<file path="src/rtl/fs_pkg.sv">
// -----------------------------------------------------------------------------
// fs_pkg
// Shared definitions for the FAST-9 score stage and its corner collector:
// default address/score widths, the FIFO record layout and the trailer FSM
// state type.
// -----------------------------------------------------------------------------
package fs_pkg;

  localparam int ADDR_W  = 17;
  localparam int SCORE_W = 8;

  // One FIFO record. A trailer uses addr to carry the frame's corner count.
  typedef struct packed {
    logic               last;
    logic [ADDR_W-1:0]  addr;
    logic [SCORE_W-1:0] score;
  } corner_rec_t;

  localparam int REC_W = $bits(corner_rec_t);

  typedef enum logic {
    TR_IDLE    = 1'b0,
    TR_PENDING = 1'b1
  } trailer_state_t;

endpackage

</file>
<file path="src/rtl/fs_sync_fifo.sv">
// -----------------------------------------------------------------------------
// fs_sync_fifo
// First-word-fall-through synchronous FIFO. rd_data shows the head entry
// (zero when empty). A push into a full FIFO is accepted only when a pop
// happens at the same edge.
//
// Ports:
//   clock    in   rising-edge clock
//   nReset   in   synchronous active-low reset (clears pointers and count)
//   push     in   write request
//   wr_data  in   WIDTH  data to write
//   pop      in   read request (ignored when empty)
//   rd_data  out  WIDTH  head entry, zero when empty
//   empty    out  no entries
//   full     out  DEPTH entries
//   level    out  $clog2(DEPTH)+1  occupancy
// -----------------------------------------------------------------------------
module fs_sync_fifo #(
  parameter  int WIDTH = 8,
  parameter  int DEPTH = 16,
  localparam int PTR_W = $clog2(DEPTH),
  localparam int CNT_W = PTR_W + 1
) (
  input  logic             clock,
  input  logic             nReset,
  input  logic             push,
  input  logic [WIDTH-1:0] wr_data,
  input  logic             pop,
  output logic [WIDTH-1:0] rd_data,
  output logic             empty,
  output logic             full,
  output logic [CNT_W-1:0] level
);

  localparam logic [CNT_W-1:0] FULL_CNT = CNT_W'(DEPTH);

  logic [WIDTH-1:0] mem [DEPTH];
  logic [PTR_W-1:0] rd_ptr;
  logic [PTR_W-1:0] wr_ptr;
  logic             do_pop;
  logic             do_push;

  assign empty   = (level == '0);
  assign full    = (level == FULL_CNT);
  assign do_pop  = pop && !empty;
  // When full, wr_ptr == rd_ptr; overwriting the head is safe because the
  // head leaves at this very edge.
  assign do_push = push && (!full || do_pop);
  assign rd_data = empty ? '0 : mem[rd_ptr];

  // NOTE: storage has no reset; only the pointers and count define validity,
  // so clearing the array would add reset fan-out for nothing.
  always_ff @(posedge clock) begin
    if (do_push) mem[wr_ptr] <= wr_data;
  end

  // NOTE: sequential state uses non-blocking assignments so every register
  // samples pre-edge values regardless of statement order.
  always_ff @(posedge clock) begin
    if (!nReset) begin
      rd_ptr <= '0;
      wr_ptr <= '0;
      level  <= '0;
    end else begin
      if (do_push) wr_ptr <= wr_ptr + 1'b1;
      if (do_pop)  rd_ptr <= rd_ptr + 1'b1;
      case ({do_push, do_pop})
        2'b10:   level <= level + 1'b1;
        2'b01:   level <= level - 1'b1;
        default: level <= level;
      endcase
    end
  end

endmodule

</file>
<file path="src/rtl/fs_corner_collector.sv">
// -----------------------------------------------------------------------------
// fs_corner_collector
// Captures FAST-9 corner events into a FWFT FIFO, closes each frame with a
// trailer record carrying the frame's accepted-corner count, and counts
// corners dropped because of back-pressure or a waiting trailer.
//
// Ports:
//   clock          in   rising-edge clock
//   nReset         in   synchronous active-low reset
//   isCorner       in   corner flagged this cycle
//   refAddr        in   ADDR_W   corner pixel address
//   scoreValue     in   SCORE_W  corner score
//   frameEnd       in   one-cycle end-of-frame pulse
//   outValid       out  record available
//   outReady       in   consumer accepts record
//   outLast        out  record is a frame trailer
//   outAddr        out  ADDR_W   corner address, or count on a trailer
//   outScore       out  SCORE_W  corner score, 0 on a trailer
//   level          out  $clog2(DEPTH)+1  FIFO occupancy
//   overflowCount  out  OVF_W    dropped corners, saturating
// -----------------------------------------------------------------------------
module fs_corner_collector
  import fs_pkg::*;
#(
  parameter  int ADDR_W  = fs_pkg::ADDR_W,
  parameter  int SCORE_W = fs_pkg::SCORE_W,
  parameter  int DEPTH   = 16,
  parameter  int OVF_W   = 16,
  localparam int CNT_W   = $clog2(DEPTH) + 1
) (
  input  logic               clock,
  input  logic               nReset,
  input  logic               isCorner,
  input  logic [ADDR_W-1:0]  refAddr,
  input  logic [SCORE_W-1:0] scoreValue,
  input  logic               frameEnd,
  output logic               outValid,
  input  logic               outReady,
  output logic               outLast,
  output logic [ADDR_W-1:0]  outAddr,
  output logic [SCORE_W-1:0] outScore,
  output logic [CNT_W-1:0]   level,
  output logic [OVF_W-1:0]   overflowCount
);

  localparam int LW = 1 + ADDR_W + SCORE_W;

  trailer_state_t     state;
  logic [ADDR_W-1:0]  frame_count;
  logic [LW-1:0]      wr_data;
  logic [LW-1:0]      rd_data;
  logic               empty;
  logic               full;
  logic               pop;
  logic               space;
  logic               trailer_push;
  logic               corner_push;
  logic               corner_drop;
  logic               push;

  assign pop      = outValid && outReady;
  assign space    = !full || pop;
  // A waiting trailer owns the write port; corners arriving meanwhile are
  // dropped so the trailer stays behind exactly its own frame's corners.
  assign trailer_push = (state == TR_PENDING) && space;
  assign corner_push  = (state == TR_IDLE) && isCorner && space;
  assign corner_drop  = isCorner && !corner_push;
  assign push         = trailer_push || corner_push;

  // NOTE: combinational blocks assign a default first so no path leaves the
  // output unassigned, which would infer a latch.
  always_comb begin
    wr_data = {1'b0, refAddr, scoreValue};
    if (trailer_push) wr_data = {1'b1, frame_count, {SCORE_W{1'b0}}};
  end

  fs_sync_fifo #(
    .WIDTH (LW),
    .DEPTH (DEPTH)
  ) u_fifo (
    .clock   (clock),
    .nReset  (nReset),
    .push    (push),
    .wr_data (wr_data),
    .pop     (pop),
    .rd_data (rd_data),
    .empty   (empty),
    .full    (full),
    .level   (level)
  );

  assign outValid = !empty;
  assign {outLast, outAddr, outScore} = rd_data;

  // Trailer FSM plus frame and overflow counters.
  always_ff @(posedge clock) begin
    if (!nReset) begin
      state         <= TR_IDLE;
      frame_count   <= '0;
      overflowCount <= '0;
    end else begin
      case (state)
        // A corner arriving with frameEnd is still pushed into this frame;
        // the trailer follows from PENDING.
        TR_IDLE: begin
          if (corner_push && (frame_count != '1)) frame_count <= frame_count + 1'b1;
          if (frameEnd) state <= TR_PENDING;
        end
        // frameEnd while already pending is ignored.
        TR_PENDING: begin
          if (trailer_push) begin
            frame_count <= '0;
            state       <= TR_IDLE;
          end
        end
        default: state <= TR_IDLE;
      endcase

      if (corner_drop && (overflowCount != '1)) overflowCount <= overflowCount + 1'b1;
    end
  end

endmodule

</file>
<file path="config.mk">
export PLATFORM = sky130hd
export DESIGN_NAME = fs_corner_collector
export DESIGN_NICKNAME = d
export VERILOG_FILES = /design/src/rtl/fs_pkg.sv /design/src/rtl/fs_sync_fifo.sv /design/src/rtl/fs_corner_collector.sv
export SDC_FILE = /design/constraint.sdc
export NUM_CORES = 1
export LEC_CHECK = 0
export CAP_MARGIN = 10
export CELL_PAD_IN_SITES_DETAIL_PLACEMENT = 1
export CELL_PAD_IN_SITES_GLOBAL_PLACEMENT = 1
export CORE_MARGIN = 3
export CORE_UTILIZATION = 53
export DETAILED_ROUTE_END_ITERATION = 16
export GPL_ROUTABILITY_DRIVEN = 0
export HOLD_SLACK_MARGIN = 0.06
export PLACE_DENSITY = 0.82
export SLEW_MARGIN = 20
export SYNTH_ARGS = -nofsm -noshare
export SYNTH_HDL_FRONTEND = slang
export SYNTH_SLANG_ARGS = --single-unit
</file>
<file path="constraint.sdc">
create_clock -name clock -period 5.3 [get_ports clock]
set_input_delay 1.06 -clock clock [delete_from_list [all_inputs] [get_ports clock]]
set_output_delay 1.06 -clock clock [all_outputs]
set_load 0.05 [all_outputs]
</file>
==> impl_metrics.ini, run 1 <==
[status]
status = complete, no violations

[global_routing]
overflow = 0
grt_usage_pct = 25.1
grt_pass1_vias = 10486
grt_max_degree = 44
grt_pass1_wl_um = 67800
antenna_found_initial = 1

[setup_path]
rr_endpoint = u_fifo.level[4]
crit_required_ns = 4.24
crit_type = reg2out
crit_slowest_cell = clkdlybuf4s50_1
worst-path-stages = 5
startpoint_type = register
worstRegToRegCells = 11
crit_end = outAddr[14]
cp_num_buf_inv = 2
crit_path_end_kind = primary output
crit_chain = buf_12 > mux4_2 > mux2i_1 > o22ai_1 > clkdlybuf4s50_1
max_stage_delay_ns = 0.76
critPathMaxFanout = 43
arrival_ns = 3.52
rrSetupSlack_ns = 2.12
timing.rr.start = state
critPathTopFamily = buffers and inverters

[layout]
syn_to_final_growth_pct = 15.5
multiInputGateArea_sq_um = 4840
postLayoutCoreUtil_pct = 63.0
drive_above_1_share_pct = 20.9
diodes = 0
seq_area_sq_um = 13500
fin_nets = 1129
fill_cells = 2942

[floorplan]
fp.dieW_um = 193
num_io_pins = 78
floorplan.initialDensity_pct = 54.5
die-area_sq_um = 37300
rows = 67
die_y_um = 193
fp.coreArea_sq_um = 34000

[synthesis]
synthCells = 983
synth_edf_count = 416
ys.flop_type = edfxtp_1
ys_seq_area_share_pct = 72.8
yosysWarningCount = 0
syn_area_sq_um = 18600
avgSynthCellArea_sq_um = 18.9
synth_seq_cells = 467
synth_nets = 1024
ys_types = 55
synthArstFlopShare_pct = 0

[power]
leakage_nw = 6.63
pwr-share-comb_pct = 23.2
power_switching_mw = 2.84
ir_drop_v = 0.000267
p_int_mw = 6.83
switching_share_pct = 29.4
power_frac_seq_pct = 44.8
clkPwrFrac_pct = 32.0
p_per_area_nw_per_um2 = 451

[route]
vias = 9778
drc = 0
wl_per_cell_um = 28.8
drtAntennaViolNets = 0
via_per_inst = 6.23
routed_wl_um = 45200
dr.pass1.iters = 5
drt_iter0_markers = 917

[placed_design]
dp_hpwl_um = 25000
place_ws_ns = 1.19
place.port_buffers = 77

[sta]
slew_violations = 0
maxSlewHeadroom_pct = 41.6
fin_ws_ns = 0.725
tightest_slew_ns = 0.876
fin_skew_ns = 0.0197
period_share_pct = 86.3
finalSetupViolCount = 0
max_freq_mhz = 219
tns_ns = 0
rsz0062_at_grt = false
hold_violations = 0
finalCriticalPeriod_ns = 4.58

[clock_network]
post_cts_buffers = 0
clkSinkCount = 467
htreeDepth = 2
ctsHoldBuffers = 0
insertion_delay_ns = 0.56
cts-root-buf = clkbuf_16
clockBufferDepth = 3
numCtsBuffers = 48
cts_tree = yes
cts_resized = 0
clk_pin_slew_ns = 0.06

[hold_path]
hold_path.class = reg2reg

[job]
cap_violations = 0
[cell families after synthesis]
group / synth area share, %
mux: 16.4
buf+inv: 1.54
xor+xnor: 1.27
compound gates: 2.76
flops: 72.8
simple gates: 4.46
fa+ha+maj: 0.741
[layout make-up]
cell class,count,area share [%]
clock buffers,66,6.11
clock inverters,18,0.601
inverters,14,0.245
multi-input cells,450,22.6
flip-flops and latches,467,63.1
well taps,448,2.61
repair buffers,107,4.80
[sequential cells by signal, summed over array words and instances (netlist names), named ones only]
| register | flops |
|---|---|
| u_fifo.wr_ptr | 4 |
| state | 1 |
| overflowCount | 16 |
| u_fifo.level | 5 |
| frame_count | 17 |
| u_fifo.rd_ptr | 4 |
| u_fifo.mem | 416 |
[synthesized netlist by cell type (all sizes together) (2+ instances only)]
| master | count | share of area, % |
|---|---|---|
| a211oi | 3 | 0.12 |
| or3 | 9 | 0.33 |
| xnor2 | 16 | 0.75 |
| nand3b | 3 | 0.12 |
| and3 | 3 | 0.10 |
| edfxtp | 416 | 67 |
| buf | 34 | 0.90 |
| nand3 | 12 | 0.32 |
| mux2i | 54 | 2.9 |
| or2 | 3 | 0.10 |
| nor3 | 6 | 0.16 |
| ha | 11 | 0.74 |
| inv | 14 | 0.28 |
| o41ai | 2 | 0.094 |
| dfxtp | 51 | 5.5 |
| o31ai | 3 | 0.12 |
| nand2 | 25 | 0.52 |
| nand2b | 4 | 0.13 |
| or4 | 3 | 0.12 |
| a21o | 2 | 0.081 |
| nor2 | 45 | 0.91 |
| o21ai | 14 | 0.38 |
| mux4 | 104 | 13 |
| a22oi | 2 | 0.11 |
| clkbuf | 18 | 0.36 |
| mux2 | 15 | 0.91 |
| a21oi | 19 | 0.51 |
| o22ai | 29 | 0.98 |
| nor4b | 2 | 0.094 |
| and2 | 17 | 0.57 |
| nor2b | 2 | 0.067 |
| xor2 | 11 | 0.52 |
| nor4 | 10 | 0.42 |
| nand4 | 9 | 0.30 |
[layout by cell type, fill, tap and decap left out, drive strengths merged, types with 17 or more instances in the layout]
cell / n
a21oi: 19
nor2: 45
and2: 17
o22ai: 29
edfxtp: 416
nand2: 25
dfxtp: 51
buf: 30
clkbuf: 66
mux2i: 54
clkdlybuf4s50: 77
mux4: 104
[tightest hold or removal path: cells and delay by family, from the launching register on]
family	cells	cell delay, ns
flops	1	0.34
compound gates	1	0.06
simple gates	1	0.07
[per-stage QoR]
stage | hold WS, ns | std cells | instance area [sq um] | power (mW)
final | 0.518 | 1570 | 21400 | 9.68
after global routing | 0.549 | 1570 | 21400 | 10.1
after CTS | 0.518 | 1569 | 21400 | 9.76
after detailed placement | 0.505 | 1485 | 20000 | 6.65
after global placement | 0.492 | 1485 | 20000 | 6.57
after floorplan | 0.447 | 983 | 18600 | 5.91
[routing by layer]
layer | up-vias | GRT usage, % | wire length [um]
met5 | - | 0 | 13
met4 | 2 | 6.56 | 987
met3 | 63 | 4.94 | 2910
met2 | 383 | 43.1 | 23300
met1 | 5147 | 33.2 | 18000
li1 | 4183 | - | -
[power groups by stage]
stage	registers [mW]	logic (mW)	clock network, mW
after CTS	4.34	2.26	3.16
after global routing	4.35	2.37	3.33
final	4.33	2.24	3.10
after detailed placement	4.41	2.24	0
after floorplan	4.35	1.56	0
after global placement	4.39	2.18	0
[worst min-delay path by stage]
stage                            startpoint                 to  slack, ns  cells after the start
after global placement       frame_count[7]     frame_count[7]       0.49                      2
after floorplan             frame_count[16]    frame_count[16]       0.45                      2
final                      overflowCount[1]   overflowCount[1]       0.52                      2
after CTS                 overflowCount[11]  overflowCount[11]       0.52                      2
after global routing         frame_count[1]     frame_count[1]       0.55                      2
after detailed placement  overflowCount[11]  overflowCount[11]       0.51                      2
Note: power is estimated with default switching activity, not from simulation.
==> run 2, diff against run 1 <==
--- a/config.mk
+++ b/config.mk
@@ -9,11 +9,12 @@
 export CELL_PAD_IN_SITES_DETAIL_PLACEMENT = 1
 export CELL_PAD_IN_SITES_GLOBAL_PLACEMENT = 1
 export CORE_MARGIN = 3
-export CORE_UTILIZATION = 53
+export CORE_UTILIZATION = 55
+export CTS_BUF_LIST = sky130_fd_sc_hd__clkbuf_4 sky130_fd_sc_hd__clkbuf_8
 export DETAILED_ROUTE_END_ITERATION = 16
 export GPL_ROUTABILITY_DRIVEN = 0
 export HOLD_SLACK_MARGIN = 0.06
-export PLACE_DENSITY = 0.82
+export PLACE_DENSITY = 0.84
 export SLEW_MARGIN = 20
 export SYNTH_ARGS = -nofsm -noshare
 export SYNTH_HDL_FRONTEND = slang
==> run 2 against run 1 <==
  * Wire length grew 6.3%
  * Sequential share of layout area fell by 0.20 points
  * Final cell count grew 2.9%
  * Via count is 4.2% higher
  * First-iteration DRC count increased by 21%
  * Die area is 3.5% lower
  * Flip-flop and latch count unchanged
  * Core utilization grew 2.4 points
  * Register-to-register slack hardly changed
  * Clock skew rose by 0.017 ns
  * Critical path depth grew 1
==> impl_metrics.ini, run 2 (synthesis results as in run 1) <==
[sta]
tightest_slew_ns = 1.11
period_share_pct = 90.2
tns_ns = 0
finalCriticalPeriod_ns = 4.78
max_freq_mhz = 209
fin_skew_ns = 0.0370
hold_violations = 0
rsz0062_at_grt = false
maxSlewHeadroom_pct = 25.6
fin_ws_ns = 0.519
finalSetupViolCount = 0
slew_violations = 0

[route]
vias = 10193
routed_wl_um = 48000
dr.pass1.iters = 5
drc = 0
drt_iter0_markers = 1113
drtAntennaViolNets = 0
via_per_inst = 6.31
wl_per_cell_um = 29.7

[global_routing]
overflow = 0
grt_usage_pct = 27.4
grt_pass1_vias = 11023
antenna_found_initial = 1
grt_max_degree = 61
grt_pass1_wl_um = 72300

[setup_path]
rr_endpoint = u_fifo.level[4]
timing.rr.start = state
worstRegToRegCells = 11
crit_type = reg2out
critPathMaxFanout = 14
rrSetupSlack_ns = 2.11
crit_required_ns = 4.24
arrival_ns = 3.72
crit_path_end_kind = primary output
startpoint_type = register

[clock_network]
ctsHoldBuffers = 0
cts_tree = yes
clockBufferDepth = 3
post_cts_buffers = 0
cts-root-buf = clkbuf_8
cts_resized = 0
numCtsBuffers = 74
insertion_delay_ns = 0.62
htreeDepth = 3
clk_pin_slew_ns = 0.06
clkSinkCount = 467

[layout]
fill_cells = 2858
layout_commonest_cell = edfxtp_1
fin_nets = 1161
syn_to_final_growth_pct = 15.9
largest_reg_flops = 416
largest-register = u_fifo.mem
final_cell_mix = 416 x edfxtp_1, 104 x mux4_2, 79 x clkbuf_8
drive_above_1_share_pct = 25.0
diodes = 0
postLayoutCoreUtil_pct = 65.4
reg_top3 = u_fifo.mem (416), frame_count (17), overflowCount (16)
final_area_sq_um = 21500

[floorplan]
rows = 66
floorplan.initialDensity_pct = 56.5
num_io_pins = 78
die-area_sq_um = 36000
die_y_um = 190
fp.dieW_um = 190
fp.coreArea_sq_um = 32900

[placed_design]
placed_cell_area_sq_um = 20000
place.port_buffers = 77
place_ws_ns = 1.15
dp_hpwl_um = 26900

[hold_path]
hold_path.class = reg2reg
hp-start = overflowCount[1]
holdPathEnd = overflowCount[1]
holdPathStages = 2

[power]
ir_drop_v = 0.000216
p_per_area_nw_per_um2 = 449
leakage_nw = 6.73

[job]
cap_violations = 0

[status]
status = complete, no violations
run 2: cell types whose count changed in the layout (fill, tap and decap cells not counted), moves of 2 or more:
cell,previous run,this run
bufinv_16,1,3
clkbuf_4,0,19
buf_4,28,33
clkinv_1,6,13
clkinvlp_4,1,3
clkbuf_8,2,79
clkbuf_16,49,0
clkinv_2,4,13
clkbuf_1,15,0
inv_6,2,0
clkinv_4,3,0
run 2: worst max-delay path, cell delays in order, from the launching register on:
cell,delay (ns)
dfxtp_1,0.39
nor4_4,0.43
or2b_1,0.31
nand2_1,0.82
buf_4,0.33
o22ai_1,0.11
clkdlybuf4s50_1,0.73
run 2: routing by layer:
layer	track usage, %	routed length (um)	share of wire, %
met2	46.8	24400	51
met4	7.02	992	2.1
met1	37.0	18800	39
met3	5.23	3750	7.8
met5	0	0	0
run 2: power by group:
group | internal [mW] | switching [mW]
sequential | 4.19 | 0.121
clock | 1.66 | 1.42
combinational | 0.875 | 1.39
run 2: layout make-up:
type                    instances  area, sq um  share of cell area [%]
flip-flops and latches        467        13500                    62.9
multi-input cells             450         4840                    22.5
clock buffers                  98         1230                    5.72
repair buffers                113         1090                    5.05
well taps                     442          553                    2.57
clock inverters                32          226                    1.05
inverters                      14         52.6                   0.244
run 2: worst max path at each step:
stage | cells after the start | start | end | slack, ns
after floorplan | 4 | outReady | u_fifo.mem[1][0] | 0.72
after global placement | 6 | u_fifo.level[0] | outScore[3] | 1.24
after detailed placement | 6 | u_fifo.level[1] | outScore[4] | 1.15
after CTS | 6 | u_fifo.level[0] | outScore[4] | 0.49
after global routing | 6 | u_fifo.level[2] | outScore[4] | 0.38
final | 6 | u_fifo.level[0] | outScore[4] | 0.52
run 2: per-stage QoR:
| step | hold WS, ns | power (mW) | std cells |
|---|---|---|---|
| 6_report | 0.515 | 9.65 | 1616 |
| 2_1_floorplan | 0.447 | 5.91 | 983 |
| 3_3_place_gp | 0.491 | 6.57 | 1485 |
| 4_1_cts | 0.521 | 9.71 | 1615 |
| 5_1_grt | 0.542 | 10.0 | 1616 |
| 3_5_place_dp | 0.506 | 6.64 | 1485 |
